==> src/rtl/avalon_rr_arbiter_pkg.sv <==
// Shared definitions for the round-robin Avalon-MM arbiter: default widths,
// master-id sizing helper and the grant-lock state encoding.
package avalon_rr_arbiter_pkg;

  localparam int DEF_NUM_MASTERS     = 2;
  localparam int DEF_AW              = 32;
  localparam int DEF_DW              = 32;
  localparam int DEF_MAX_OUTSTANDING = 4;

  // Width of an index into n items; never below one bit.
  function automatic int id_width(input int n);
    return (n > 1) ? $clog2(n) : 1;
  endfunction

  typedef logic [id_width(DEF_NUM_MASTERS)-1:0] master_id_t;

  typedef enum logic {
    ARB_OPEN   = 1'b0,
    ARB_LOCKED = 1'b1
  } arb_state_t;

endpackage

==> src/rtl/avalon_rr_arbiter_tag_fifo.sv <==
// Synchronous tag FIFO recording which master issued each outstanding read;
// head is visible combinationally so returns can be routed with zero latency.
module avalon_arb_tag_fifo
  import avalon_rr_arbiter_pkg::*;
#(
  parameter int DEPTH = DEF_MAX_OUTSTANDING,
  parameter int WIDTH = 1
) (
  input  logic             clk,
  input  logic             rst,
  input  logic             push,
  input  logic             pop,
  input  logic [WIDTH-1:0] din,
  output logic             full,
  output logic             empty,
  output logic [WIDTH-1:0] head
);

  localparam int PW = id_width(DEPTH);
  localparam int CW = $clog2(DEPTH + 1);

  logic [WIDTH-1:0] mem_reg [DEPTH];
  logic [PW-1:0]    wr_ptr_reg, rd_ptr_reg;
  logic [CW-1:0]    count_reg;
  logic             do_push, do_pop;

  // A single-entry FIFO must keep its pointers pinned at zero.
  function automatic logic [PW-1:0] ptr_inc(input logic [PW-1:0] p);
    if (DEPTH == 1) return '0;
    return p + 1'b1;
  endfunction

  // Fullness comes from the registered count, so a same-cycle pop never frees a slot.
  assign full    = (count_reg == CW'(DEPTH));
  assign empty   = (count_reg == '0);
  assign do_push = push && !full;
  assign do_pop  = pop && !empty;
  assign head    = mem_reg[rd_ptr_reg];

  always_ff @(posedge clk) begin
    if (do_push) begin
      mem_reg[wr_ptr_reg] <= din;
    end
  end

  always_ff @(posedge clk) begin
    if (rst) begin
      wr_ptr_reg <= '0;
      rd_ptr_reg <= '0;
      count_reg  <= '0;
    end else begin
      if (do_push) begin
        wr_ptr_reg <= ptr_inc(wr_ptr_reg);
      end
      if (do_pop) begin
        rd_ptr_reg <= ptr_inc(rd_ptr_reg);
      end
      case ({do_push, do_pop})
        2'b10:   count_reg <= count_reg + 1'b1;
        2'b01:   count_reg <= count_reg - 1'b1;
        default: count_reg <= count_reg;
      endcase
    end
  end

endmodule

==> src/rtl/avalon_rr_arbiter.sv <==
// N-master to 1-slave Avalon-MM arbiter: round-robin grant, locked while the
// slave stalls, with read returns steered back through a tag FIFO.
module avalon_rr_arbiter
  import avalon_rr_arbiter_pkg::*;
#(
  parameter int NUM_MASTERS     = DEF_NUM_MASTERS,
  parameter int AW              = DEF_AW,
  parameter int DW              = DEF_DW,
  parameter int MAX_OUTSTANDING = DEF_MAX_OUTSTANDING
) (
  input  logic                          clk,
  input  logic                          rst,
  input  logic [NUM_MASTERS-1:0]        m_read,
  input  logic [NUM_MASTERS-1:0]        m_write,
  input  logic [NUM_MASTERS*AW-1:0]     m_address,
  input  logic [NUM_MASTERS*DW-1:0]     m_writedata,
  input  logic [NUM_MASTERS*(DW/8)-1:0] m_byteenable,
  output logic [NUM_MASTERS-1:0]        m_waitrequest,
  output logic [DW-1:0]                 m_readdata,
  output logic [NUM_MASTERS-1:0]        m_readdatavalid,
  output logic                          s_read,
  output logic                          s_write,
  output logic [AW-1:0]                 s_address,
  output logic [DW-1:0]                 s_writedata,
  output logic [DW/8-1:0]               s_byteenable,
  input  logic                          s_waitrequest,
  input  logic [DW-1:0]                 s_readdata,
  input  logic                          s_readdatavalid,
  output logic                          err_unexpected_rdv
);

  localparam int IDW = id_width(NUM_MASTERS);
  localparam int BEW = DW / 8;

  typedef logic [IDW-1:0] id_t;

  arb_state_t state_reg, state_next;
  id_t        rr_ptr_reg, rr_ptr_next;
  id_t        lock_id_reg, lock_id_next;
  logic       err_reg;

  logic [NUM_MASTERS-1:0] eligible;
  logic [AW-1:0]          addr_arr [NUM_MASTERS];
  logic [DW-1:0]          wdata_arr [NUM_MASTERS];
  logic [BEW-1:0]         be_arr [NUM_MASTERS];

  logic scan_valid;
  id_t  scan_grant;
  logic grant_valid;
  id_t  grant;
  logic cmd_valid;
  logic issue;

  logic fifo_full, fifo_empty, fifo_push, fifo_pop;
  id_t  fifo_head;

  generate
    for (genvar gi = 0; gi < NUM_MASTERS; gi++) begin : g_master
      assign eligible[gi]  = m_write[gi] || (m_read[gi] && !fifo_full);
      assign addr_arr[gi]  = m_address[gi*AW +: AW];
      assign wdata_arr[gi] = m_writedata[gi*DW +: DW];
      assign be_arr[gi]    = m_byteenable[gi*BEW +: BEW];
      assign m_waitrequest[gi] =
          (grant_valid && (grant == id_t'(gi))) ? s_waitrequest : 1'b1;
      assign m_readdatavalid[gi] = fifo_pop && (fifo_head == id_t'(gi));
    end
  endgenerate

  // Scan from rr_ptr upward; iterating in reverse lets the nearest eligible master win.
  always_comb begin
    int idx;
    scan_valid = 1'b0;
    scan_grant = '0;
    for (int k = NUM_MASTERS - 1; k >= 0; k--) begin
      idx = int'(rr_ptr_reg) + k;
      if (idx >= NUM_MASTERS) begin
        idx = idx - NUM_MASTERS;
      end
      if (eligible[idx]) begin
        scan_valid = 1'b1;
        scan_grant = id_t'(idx);
      end
    end
  end

  always_comb begin
    grant_valid = scan_valid;
    grant       = scan_grant;
    if (state_reg == ARB_LOCKED) begin
      grant_valid = 1'b1;
      grant       = lock_id_reg;
    end
  end

  // A locked read can never be full: nothing is pushed while the lock is held.
  assign s_read       = grant_valid && m_read[grant] && !fifo_full;
  assign s_write      = grant_valid && m_write[grant];
  assign s_address    = addr_arr[grant];
  assign s_writedata  = wdata_arr[grant];
  assign s_byteenable = be_arr[grant];
  assign m_readdata   = s_readdata;

  assign cmd_valid = s_read || s_write;
  assign issue     = cmd_valid && !s_waitrequest;
  assign fifo_push = issue && s_read;
  assign fifo_pop  = s_readdatavalid && !fifo_empty;

  always_comb begin
    state_next   = state_reg;
    rr_ptr_next  = rr_ptr_reg;
    lock_id_next = lock_id_reg;
    if (issue) begin
      state_next  = ARB_OPEN;
      rr_ptr_next = (grant == id_t'(NUM_MASTERS - 1)) ? '0 : id_t'(grant + 1'b1);
    end else if (cmd_valid) begin
      state_next   = ARB_LOCKED;
      lock_id_next = grant;
    end else begin
      // Also releases a lock whose master dropped its request.
      state_next = ARB_OPEN;
    end
  end

  always_ff @(posedge clk) begin
    if (rst) begin
      state_reg   <= ARB_OPEN;
      rr_ptr_reg  <= '0;
      lock_id_reg <= '0;
      err_reg     <= 1'b0;
    end else begin
      state_reg   <= state_next;
      rr_ptr_reg  <= rr_ptr_next;
      lock_id_reg <= lock_id_next;
      if (s_readdatavalid && fifo_empty) begin
        err_reg <= 1'b1;
      end
    end
  end

  assign err_unexpected_rdv = err_reg;

  avalon_arb_tag_fifo #(
    .DEPTH (MAX_OUTSTANDING),
    .WIDTH (IDW)
  ) u_tag_fifo (
    .clk   (clk),
    .rst   (rst),
    .push  (fifo_push),
    .pop   (fifo_pop),
    .din   (grant),
    .full  (fifo_full),
    .empty (fifo_empty),
    .head  (fifo_head)
  );

endmodule

==> config.mk <==
export PLATFORM = sky130hd
export DESIGN_NAME = avalon_rr_arbiter
export DESIGN_NICKNAME = d
export VERILOG_FILES = /design/src/rtl/avalon_rr_arbiter_pkg.sv /design/src/rtl/avalon_rr_arbiter_tag_fifo.sv /design/src/rtl/avalon_rr_arbiter.sv
export SDC_FILE = /design/constraint.sdc
export NUM_CORES = 1
export LEC_CHECK = 0
export ABC_AREA = 1
export ABC_CLOCK_PERIOD_IN_PS = 2900
export BUFFER_PORTS_ARGS = -buffer_cell sky130_fd_sc_hd__clkbuf_2
export CAP_MARGIN = 20
export CORE_AREA = 2 2 108 110
export CTS_BUF_LIST = sky130_fd_sc_hd__clkbuf_16
export DETAILED_ROUTE_END_ITERATION = 12
export DIE_AREA = 0 0 110 112
export SYNTH_ARGS = -nofsm -noshare
export SYNTH_HDL_FRONTEND = slang
export SYNTH_SLANG_ARGS = --single-unit
export TNS_END_PERCENT = 10
==> constraint.sdc <==
create_clock -name clk -period 2.9 [get_ports clk]
set_clock_uncertainty 0.1 [all_clocks]
set_input_delay 0.29 -clock clk [delete_from_list [all_inputs] [get_ports clk]]
set_output_delay 0.29 -clock clk [all_outputs]
set_load 0.05 [all_outputs]
==> results of run 1 <==
through the flow:
step	util [%]	total power, mW	area [um^2]	hold WS [ns]	cells
floorplan	-	1.822	2003	0.2591	368
CTS	30.46	2.685	3403	0.1380	690
global route	30.46	2.834	3403	0.1433	690
finish	30.46	2.649	3403	0.1376	690
global placement	29.72	2.392	3321	0.3362	686
detailed placement	29.72	2.393	3321	0.3408	686
layout make-up:
class / instances / area (um^2) / area share [%]
Sequential cell: 17 / 380.4 / 11.18
Timing Repair Buffer: 222 / 1466 / 43.09
Tap cell: 143 / 178.9 / 5.257
Clock inverter: 1 / 7.507 / 0.2206
Clock buffer: 3 / 75.07 / 2.206
Inverter: 26 / 97.59 / 2.868
Multi-Input combinational cell: 278 / 1197 / 35.18
path summary, 6_finish.rpt:
kind | start | end | slack, ns | depth (start not counted)
setup / recovery | u_tag_fifo.count_reg[0] | u_tag_fifo.count_reg[2] | 0.36 | 16
hold / removal | rst | err_unexpected_rdv | 0.14 | 2
setup reg to reg | u_tag_fifo.count_reg[0] | u_tag_fifo.count_reg[2] | 0.36 | 16
hold reg to reg | err_unexpected_rdv | err_unexpected_rdv | 0.35 | 2
cells by family (layout without fill, tap and decap cells):
group,after synthesis,after routing
and+or+nand+nor,251,251
buffers and inverters,73,252
AOI/OAI and AO/OA,21,21
DFF,17,17
adders and majority gates,6,6
power by group:
part	total, mW	switching [mW]	internal, mW
Combinational	2.04	1.41	0.626
Clock	0.279	0.0931	0.186
Sequential	0.334	0.0355	0.298
cell usage after synthesis (all sizes together):
master	count	share of area [%]
a21oi	12	3.0
a32oi	1	0.44
buf	47	16
dfxtp	13	13
edfxtp	4	6.0
fa	1	1.0
ha	5	3.1
inv	26	4.9
nand2	228	44
nand3	5	1.5
nand4	2	1.4
nor2	16	3.1
o21ai	8	2.0
layer usage:
layer	global-route usage [%]	share of wire (%)
met1	13.66	39
met2	20.78	48
met3	3.981	11
met4	1.772	0.68
met5	0	0
placed cells by master, fill, tap and decap left out, drive strengths merged:
cell,count
a32oi,1
clkbuf,198
nor2,16
a21oi,12
buf,27
o21ai,8
nand4,2
inv,26
dfxtp,13
nand2,228
nand3,5
ha,5
edfxtp,4
fa,1
clkinvlp,1
==> impl_metrics.py, run 1 <==
metrics = {
    "status": {
        "status": "finished, final reports clean",
    },
    "setup_path": {
        "path_buf_inv": 1,
        "crit_family": "simple AND/OR/NAND/NOR gates",
        "worstPathMaxFanout": 8,
        "crit_chain": "nor2_2 -> nand2_2 -> nand2_2 -> nand2_2 -> nor2_1 -> nand2_1 -> nand4_1 -> nand2_2 -> nand2_4 -> ha_1 -> inv_1 -> fa_1 -> a21oi_1 -> o21ai_0 -> o21ai_0 -> a21oi_1",
        "cp_slowest_cell": "fa_1",
        "required_ns": 2.94,
        "max_stage_delay_ns": 0.37,
        "worst_setup_path_end_kind": "register",
        "critPathKind": "reg -> reg",
        "cp-start-kind": "register",
        "arrival_ns": 2.58,
        "crit_top_cell": "nand2_2",
    },
    "finish": {
        "area_growth_pct": 69.89,
        "drive_above_1_share_pct": 44.06,
        "fillers": 1264,
        "nets": 730,
        "antennaDiodeCount": 0,
    },
    "pwr": {
        "cellPowerDensity_mw_per_mm2": 778.2,
        "leakagePower_nw": 2.101,
        "vdd_drop_max_v": 0.0002836,
    },
    "die": {
        "fp.coreArea_mm2": 0.01117,
        "ioPinCount": 283,
        "dieWidth_um": 110,
        "rows": 39,
        "die_h_um": 112,
        "die_area_mm2": 0.01232,
        "start_util_pct": 17.93,
    },
    "yosys": {
        "yosysUniqueCellTypes": 22,
        "synthXorXnorAreaFrac_pct": 0,
        "synthMuxAreaShare_pct": 0,
        "synth_compound_area_share_pct": 5.434,
        "synth_top_family_by_area": "simple AND/OR/NAND/NOR gates",
        "ys_warn_count": 0,
        "synth_fa_ha_area_share_pct": 4.122,
        "synth_seq_area_share_pct": 18.99,
        "avgSynthCellArea_um2": 5.443,
        "synthesis.area_mm2": 0.002003,
        "synth_nets": 550,
        "synthSimpleGateAreaFrac_pct": 50.22,
        "synth-seq-cells": 17,
        "synthCells": 368,
    },
    "timing": {
        "period_needed_ns": 2.538,
        "tns_ns": 0,
        "period_share_pct": 87.51,
        "hold_viol": 0,
        "rsz0062_at_grt": "no",
        "fmaxAchievable_mhz": 394.0,
        "setup_viol": 0,
        "maxSlewHeadroom_pct": 68.53,
        "max_slew.worst_pin.slew_ns": 0.4721,
        "layout_setup_ws_ns": 0.3622,
        "slew_viol_final": 0,
    },
    "route": {
        "via_per_inst": 3.914,
        "vias": 2701,
        "drc_errors": 0,
        "routedWlPerCell_um": 11.54,
        "initialDrtViolationCount": 91,
        "dr.pass1.iters": 4,
        "ant_nets": 0,
        "wl_mm": 7.961,
    },
    "cts": {
        "cts-hold-fix-buffers": 0,
        "cts_tree": "built",
        "post-cts-setup-buffer-count": 0,
        "cts-buffers-inserted": 3,
        "root_buffer": "clkbuf_16",
        "cts_buffer_depth": 2,
        "clock_sinks": 17,
        "htree_levels": 1,
        "clk_pin_slew_ns": 0.05,
        "worstSkewPairLatency_ns": 0.25,
        "post_cts_resized": 0,
    },
    "place": {
        "port-buffer-count": 218,
        "dpl.hpwl_mm": 6.836,
        "dp_slack_ns": 0.3599,
        "gp_congestion": 0.6916,
    },
    "grt": {
        "grt_max_degree": 50,
        "grt_pass1_wl_mm": 11.25,
        "grt_pass1_vias": 2289,
        "grt_usage_pct": 11.70,
        "overflow": 0,
        "antenna_found_initial": 0,
    },
    "worst_hold_path": {
        "hp-class": "in -> reg",
    },
    "run": {
        "max_cap_violations": 0,
    },
}
Note: power is estimated with default switching activity, not from simulation.
==> run 2: changes to the inputs <==
--- a/config.mk
+++ b/config.mk
@@ -9,10 +9,12 @@
 export ABC_CLOCK_PERIOD_IN_PS = 2900
 export BUFFER_PORTS_ARGS = -buffer_cell sky130_fd_sc_hd__clkbuf_2
 export CAP_MARGIN = 20
-export CORE_AREA = 2 2 108 110
+export CELL_PAD_IN_SITES_DETAIL_PLACEMENT = 2
+export CELL_PAD_IN_SITES_GLOBAL_PLACEMENT = 2
+export CORE_UTILIZATION = 12
 export CTS_BUF_LIST = sky130_fd_sc_hd__clkbuf_16
 export DETAILED_ROUTE_END_ITERATION = 12
-export DIE_AREA = 0 0 110 112
+export PLACE_DENSITY_LB_ADDON = 0.1
 export SYNTH_ARGS = -nofsm -noshare
 export SYNTH_HDL_FRONTEND = slang
 export SYNTH_SLANG_ARGS = --single-unit
==> impl_metrics.py, run 2 (synthesis results as in run 1) <==
metrics = {
    "die": {
        "die_area_mm2": 0.01721,
        "dieWidth_um": 131.2,
        "fp.coreArea_mm2": 0.01612,
        "die_h_um": 131.2,
        "ioPinCount": 283,
        "start_util_pct": 12.43,
        "rows": 46,
    },
    "route": {
        "drc_errors": 0,
        "wl_mm": 10.29,
        "vias": 2896,
        "ant_nets": 0,
        "via_per_inst": 3.776,
        "initialDrtViolationCount": 21,
        "dr.pass1.iters": 3,
        "routedWlPerCell_um": 13.41,
    },
    "grt": {
        "grt_max_degree": 56,
        "antenna_found_initial": 1,
        "grt_pass1_vias": 2974,
        "grt_pass1_wl_mm": 15.93,
        "overflow": 0,
        "grt_usage_pct": 11.57,
    },
    "setup_path": {
        "startpoint": "u_tag_fifo.count_reg[0]",
        "critPathKind": "reg -> out",
        "worst_setup_path_end_kind": "output port",
        "arrival_ns": 2.31,
        "r2r_start": "u_tag_fifo.count_reg[0]",
        "rrSetupSlack_ns": 0.32,
        "cp-start-kind": "register",
        "worstPathMaxFanout": 55,
        "reg2reg_to": "u_tag_fifo.count_reg[2]",
        "rr_worst_depth": 16,
        "required_ns": 2.51,
    },
    "timing": {
        "tns_ns": 0,
        "slew_viol_final": 0,
        "period_needed_ns": 2.695,
        "hold_viol": 0,
        "period_share_pct": 92.94,
        "fmaxAchievable_mhz": 371.0,
        "maxSlewHeadroom_pct": 62.05,
        "setup_viol": 0,
        "max_slew.worst_pin.slew_ns": 0.5692,
    },
    "pwr": {
        "power_frac_clock_pct": 10.9,
        "vdd_drop_max_v": 0.0001999,
        "cellPowerDensity_mw_per_mm2": 773.9,
        "p_int_mw": 1.070,
        "p_comb_share_pct": 76.3,
        "switchingPower_mw": 1.585,
        "leakagePower_nw": 2.095,
        "pwr-share-seq_pct": 12.8,
        "p_sw_share_pct": 59.70,
    },
    "place": {
        "dpl-instance-area_mm2": 0.003317,
        "dpl.hpwl_mm": 8.878,
        "place_inst": 759,
        "port-buffer-count": 218,
        "gp_congestion": 0.7595,
    },
    "finish": {
        "mostFrequentLayoutCells": "nand2_1, clkbuf_2, inv_1",
        "layout_commonest_cell": "nand2_1",
        "ff_latch_area_um2": 380.4,
        "finish.instance_area_mm2": 0.003432,
        "final_cells": 767,
        "drive_above_1_share_pct": 44.46,
        "antennaDiodeCount": 0,
        "multi_input_area_mm2": 0.001202,
        "area_growth_pct": 71.33,
        "nets": 734,
        "fillers": 2033,
    },
    "cts": {
        "clock_sinks": 17,
        "cts-buffers-inserted": 3,
        "cts_buffer_depth": 2,
        "worstSkewPairLatency_ns": 0.25,
        "root_buffer": "clkbuf_16",
        "htree_levels": 1,
        "clk_pin_slew_ns": 0.06,
        "cts_tree": "built",
    },
    "status": {
        "status": "finished, final reports clean",
    },
    "worst_hold_path": {
        "min_to": "err_unexpected_rdv",
        "hp-class": "in -> reg",
        "hold_path_depth": 2,
        "hp-start": "rst",
    },
    "run": {
        "max_cap_violations": 0,
    },
}
==> run 2: critical path, cell delays in order, from the launching register on <==
cell and delay, ns:
dfxtp_1 0.41, nor2_4 0.07, nand2_2 0.08, nand2_2 0.06, a21oi_1 0.15, nand2_2 0.09
nand2_2 0.10, buf_4 0.48, nand2_2 0.16, nand2_1 0.14, clkbuf_2 0.30
==> run 2: final cells by class <==
| cell class | count | share of cell area [%] |
|---|---|---|
| clock buffers | 3 | 2.187 |
| clock inverters | 1 | 0.1458 |
| inverters | 26 | 2.844 |
| multi-input cells | 278 | 35.03 |
| flip-flops and latches | 17 | 11.08 |
| well taps | 216 | 7.875 |
| repair buffers | 226 | 40.83 |
==> run 2: how the worst max path moves through the flow <==
stage               slack, ns                      end
finish                   0.20                  s_write
global placement         0.36  u_tag_fifo.count_reg[2]
detailed placement       0.10  u_tag_fifo.count_reg[2]
floorplan                0.36  u_tag_fifo.count_reg[2]
global route           -0.008                  s_write
CTS                      0.09                  s_write
==> run 2: routing by layer <==
| layer | vias up | wire [um] | GRT usage [%] |
|---|---|---|---|
| li1 | 1437 | - | - |
| met1 | 1294 | 3952 | 12.17 |
| met2 | 140 | 5291 | 22.28 |
| met3 | 23 | 906 | 3.742 |
| met4 | 2 | 123 | 2.026 |
| met5 | - | 12 | 0 |
==> run 2: power groups by stage <==
stage / Combinational [mW] / Clock [mW] / Sequential (mW)
after CTS: 2.05 / 0.299 / 0.335
after detailed placement: 2.05 / 0 / 0.341
after global routing: 2.18 / 0.310 / 0.348
after floorplan: 1.48 / 0 / 0.346
final: 2.03 / 0.289 / 0.339
after global placement: 2.02 / 0 / 0.337
==> run 2: timing repair <==
item                       4_1_cts  5_1_grt
setup endpoints to repair        0        2
hold buffers                     0        0
setup buffers                    0        4
gates resized for setup          0        1
==> run 2: per-stage QoR <==
stage          setup WS [ns]  hold WS (ns)  util [%]  total power, mW
5_1_grt            -0.008204        0.1374     21.30            2.841
4_1_cts              0.09315        0.1350     21.08            2.688
2_1_floorplan         0.3599        0.2591         -            1.822
3_3_place_gp          0.3576        0.3381     20.58            2.361
3_5_place_dp          0.1002        0.3432     20.58            2.389
6_report              0.2048        0.1339     21.30            2.656
==> run 3: changes to the inputs <==
--- a/config.mk
+++ b/config.mk
@@ -5,15 +5,15 @@
 export SDC_FILE = /design/constraint.sdc
 export NUM_CORES = 1
 export LEC_CHECK = 0
-export ABC_AREA = 1
 export ABC_CLOCK_PERIOD_IN_PS = 2900
-export BUFFER_PORTS_ARGS = -buffer_cell sky130_fd_sc_hd__clkbuf_2
 export CAP_MARGIN = 20
 export CELL_PAD_IN_SITES_DETAIL_PLACEMENT = 2
 export CELL_PAD_IN_SITES_GLOBAL_PLACEMENT = 2
-export CORE_UTILIZATION = 12
+export CORE_AREA = 2 2 109 111
 export CTS_BUF_LIST = sky130_fd_sc_hd__clkbuf_16
 export DETAILED_ROUTE_END_ITERATION = 12
+export DIE_AREA = 0 0 111 113
+export DONT_BUFFER_PORTS = 1
 export PLACE_DENSITY_LB_ADDON = 0.1
 export SYNTH_ARGS = -nofsm -noshare
 export SYNTH_HDL_FRONTEND = slang
==> impl_metrics.py, run 3 <==
metrics = {
    "yosys": {
        "synthesis.area_mm2": 0.002009,
        "synth_top_cell_area_share_pct": 35.87,
        "async_flop_share_pct": 0,
        "ys.flop_type": "dfxtp_1",
        "synth-seq-cells": 17,
        "synth_nets": 388,
        "yosysUniqueCellTypes": 38,
        "synth_seq_area_share_pct": 18.93,
        "synthCells": 206,
        "synth_common_cells": "mux2_2, buf_4, dfxtp_1",
        "synth_largest_area_cell": "mux2_2",
        "avgSynthCellArea_um2": 9.755,
        "synth.most_common_cell": "mux2_2",
        "ys_warn_count": 0,
        "synth_edf_count": 4,
        "synth_area_leaders": "mux2_2, buf_4, dfxtp_1, edfxtp_1, ha_1",
    },
    "cts": {
        "cts_tree": "built",
        "cts-hold-fix-buffers": 0,
        "cts_buffer_depth": 2,
        "htree_levels": 1,
        "post-cts-setup-buffer-count": 0,
        "worstSkewPairLatency_ns": 0.25,
        "clk_pin_slew_ns": 0.05,
        "cts-buffers-inserted": 3,
        "clock_sinks": 17,
        "root_buffer": "clkbuf_16",
    },
    "pwr": {
        "p_comb_share_pct": 64.2,
        "pwr-share-seq_pct": 20.2,
        "p_sw_share_pct": 55.84,
        "p_int_mw": 0.7894,
        "power_mw": 1.788,
        "power_frac_clock_pct": 15.6,
        "switchingPower_mw": 0.9982,
        "leakagePower_nw": 0.6963,
        "vdd_drop_max_v": 0.0002588,
        "cellPowerDensity_mw_per_mm2": 873.3,
    },
    "route": {
        "vias": 1464,
        "initialDrtViolationCount": 27,
        "routedWlPerCell_um": 24.95,
        "dr.pass1.iters": 3,
        "via_per_inst": 4.575,
        "ant_nets": 0,
        "drc_errors": 0,
        "wl_mm": 7.984,
    },
    "grt": {
        "met2_usage_pct": 22.04,
        "overflow": 0,
        "grt_use_met3_pct": 4.499,
        "grt_pass1_wl_mm": 10.72,
        "grt_usage_pct": 11.42,
        "grt_pass1_vias": 1608,
        "antenna_found_initial": 3,
        "grt_max_degree": 45,
        "met1_usage_pct": 11.59,
        "grt-busiest-layer": "met2",
    },
    "setup_path": {
        "worstPathMaxFanout": 30,
        "cp-start-kind": "register",
        "startpoint": "u_tag_fifo.count_reg[2]",
        "arrival_ns": 2.39,
        "required_ns": 2.51,
        "worst_setup_path_end_kind": "output port",
        "r2r_start": "rr_ptr_reg",
        "critPathKind": "reg -> out",
    },
    "place": {
        "port-buffer-count": 0,
        "dpl-instance-area_mm2": 0.001964,
        "dp_slack_ns": 0.1586,
        "gp_congestion": 0.8497,
        "dpl.hpwl_mm": 7.067,
    },
    "die": {
        "ioPinCount": 283,
        "dieWidth_um": 111,
        "start_util_pct": 17.83,
        "die_area_mm2": 0.01254,
        "rows": 39,
        "die_h_um": 113,
        "fp.coreArea_mm2": 0.01127,
    },
    "timing": {
        "period_needed_ns": 2.784,
        "maxSlewHeadroom_pct": 65.16,
        "tns_ns": 0,
        "period_share_pct": 95.99,
        "setup_viol": 0,
        "fmaxAchievable_mhz": 359.2,
        "hold_viol": 0,
        "max_slew.worst_pin.slew_ns": 0.5241,
        "rsz0062_at_grt": "no",
        "layout_setup_ws_ns": 0.1163,
        "slew_viol_final": 0,
    },
    "finish": {
        "finish.instance_area_mm2": 0.002047,
        "fillers": 1289,
        "area_growth_pct": 1.868,
        "nets": 359,
        "layout_commonest_cell": "mux2_2",
        "post-route-util_pct": 18.16,
        "mostFrequentLayoutCells": "mux2_2, dfxtp_1, inv_1, nor2_1, a21oi_1",
        "drive_above_1_share_pct": 44.89,
    },
    "worst_hold_path": {
        "hp-start": "rst",
        "hp-class": "in -> reg",
    },
    "run": {
        "max_cap_violations": 0,
    },
    "status": {
        "status": "finished, final reports clean",
    },
}
-- run 3: cell count changes after synthesis, sizes merged, moves of 3 or more --
cell / delta
nand2: -226
o21ai: -4
nor2b: +3
a211oi: +3
and2: +6
a21oi: -5
buf: -8
nand3: -3
mux2: +69
nor2: -7
inv: -17
xor2: +3
nand2b: +4
-- run 3: cell type report --
cell class	instances	area [um^2]	area share, %
clock buffers	3	75.07	3.667
multi-input cells	139	1294	63.20
inverters	9	33.78	1.650
repair buffers	7	77.57	3.790
diodes	1	2.502	0.1222
well taps	143	178.9	8.741
clock inverters	1	5.005	0.2445
flip-flops and latches	17	380.4	18.58
-- run 3: worst paths after layout --
kind | to | slack (ns) | depth (start not counted)
setup reg to reg | u_tag_fifo.count_reg[2] | 0.17 | 10
setup / recovery | s_writedata[15] | 0.12 | 5
hold / removal | u_tag_fifo.rd_ptr_reg[0] | 0.009 | 1
hold reg to reg | u_tag_fifo.wr_ptr_reg[1] | 0.43 | 2
-- run 3: routing by layer --
metal / vias up / share of wire, %
li1: 640 / -
met1: 707 / 34
met2: 109 / 56
met3: 6 / 9.3
met4: 2 / 0.50
met5: - / 0.20
-- run 3: critical path, cell delays in order, from the launching register on --
cell	delay, ns
dfxtp_1	0.40
or3b_1	0.47
a21o_1	0.25
a22oi_4	0.20
buf_12	0.22
mux2_1	0.58
-- run 3: through the flow --
step	cells	hold slack (ns)
after CTS	319	0.002051
after floorplan	206	0.3012
after global placement	315	0.2638
final	320	0.008875
after detailed placement	315	0.2675
after global routing	320	0.002096
-- run 3: logic make-up (layout without fill, tap and decap cells) --
family / Yosys count / in the layout / share of synthesized area, %
buffers and inverters: 50 / 20 / 16.69
flip-flops: 17 / 17 / 18.93
AND/OR/NAND/NOR: 31 / 31 / 8.406
XOR/XNOR: 4 / 4 / 1.744
AO/OA/AOI/OAI: 26 / 26 / 9.340
multiplexers: 72 / 72 / 40.78
adder cells (fa/ha/maj): 6 / 6 / 4.110
other: 0 / 1 / 0
-- run 3: power groups by stage --
stage	Clock (mW)	Combinational, mW	Sequential [mW]
2_1_floorplan	0	1.14	0.349
3_3_place_gp	0	1.15	0.361
3_5_place_dp	0	1.16	0.367
4_1_cts	0.293	1.17	0.363
5_1_grt	0.302	1.21	0.371
6_report	0.280	1.15	0.361
-- run 3: what timing repair did --
item | CTS | global route
gates resized for setup | 0 | 1
endpoints found under the hold margin | 0 | 0
setup endpoints to repair | 0 | 1
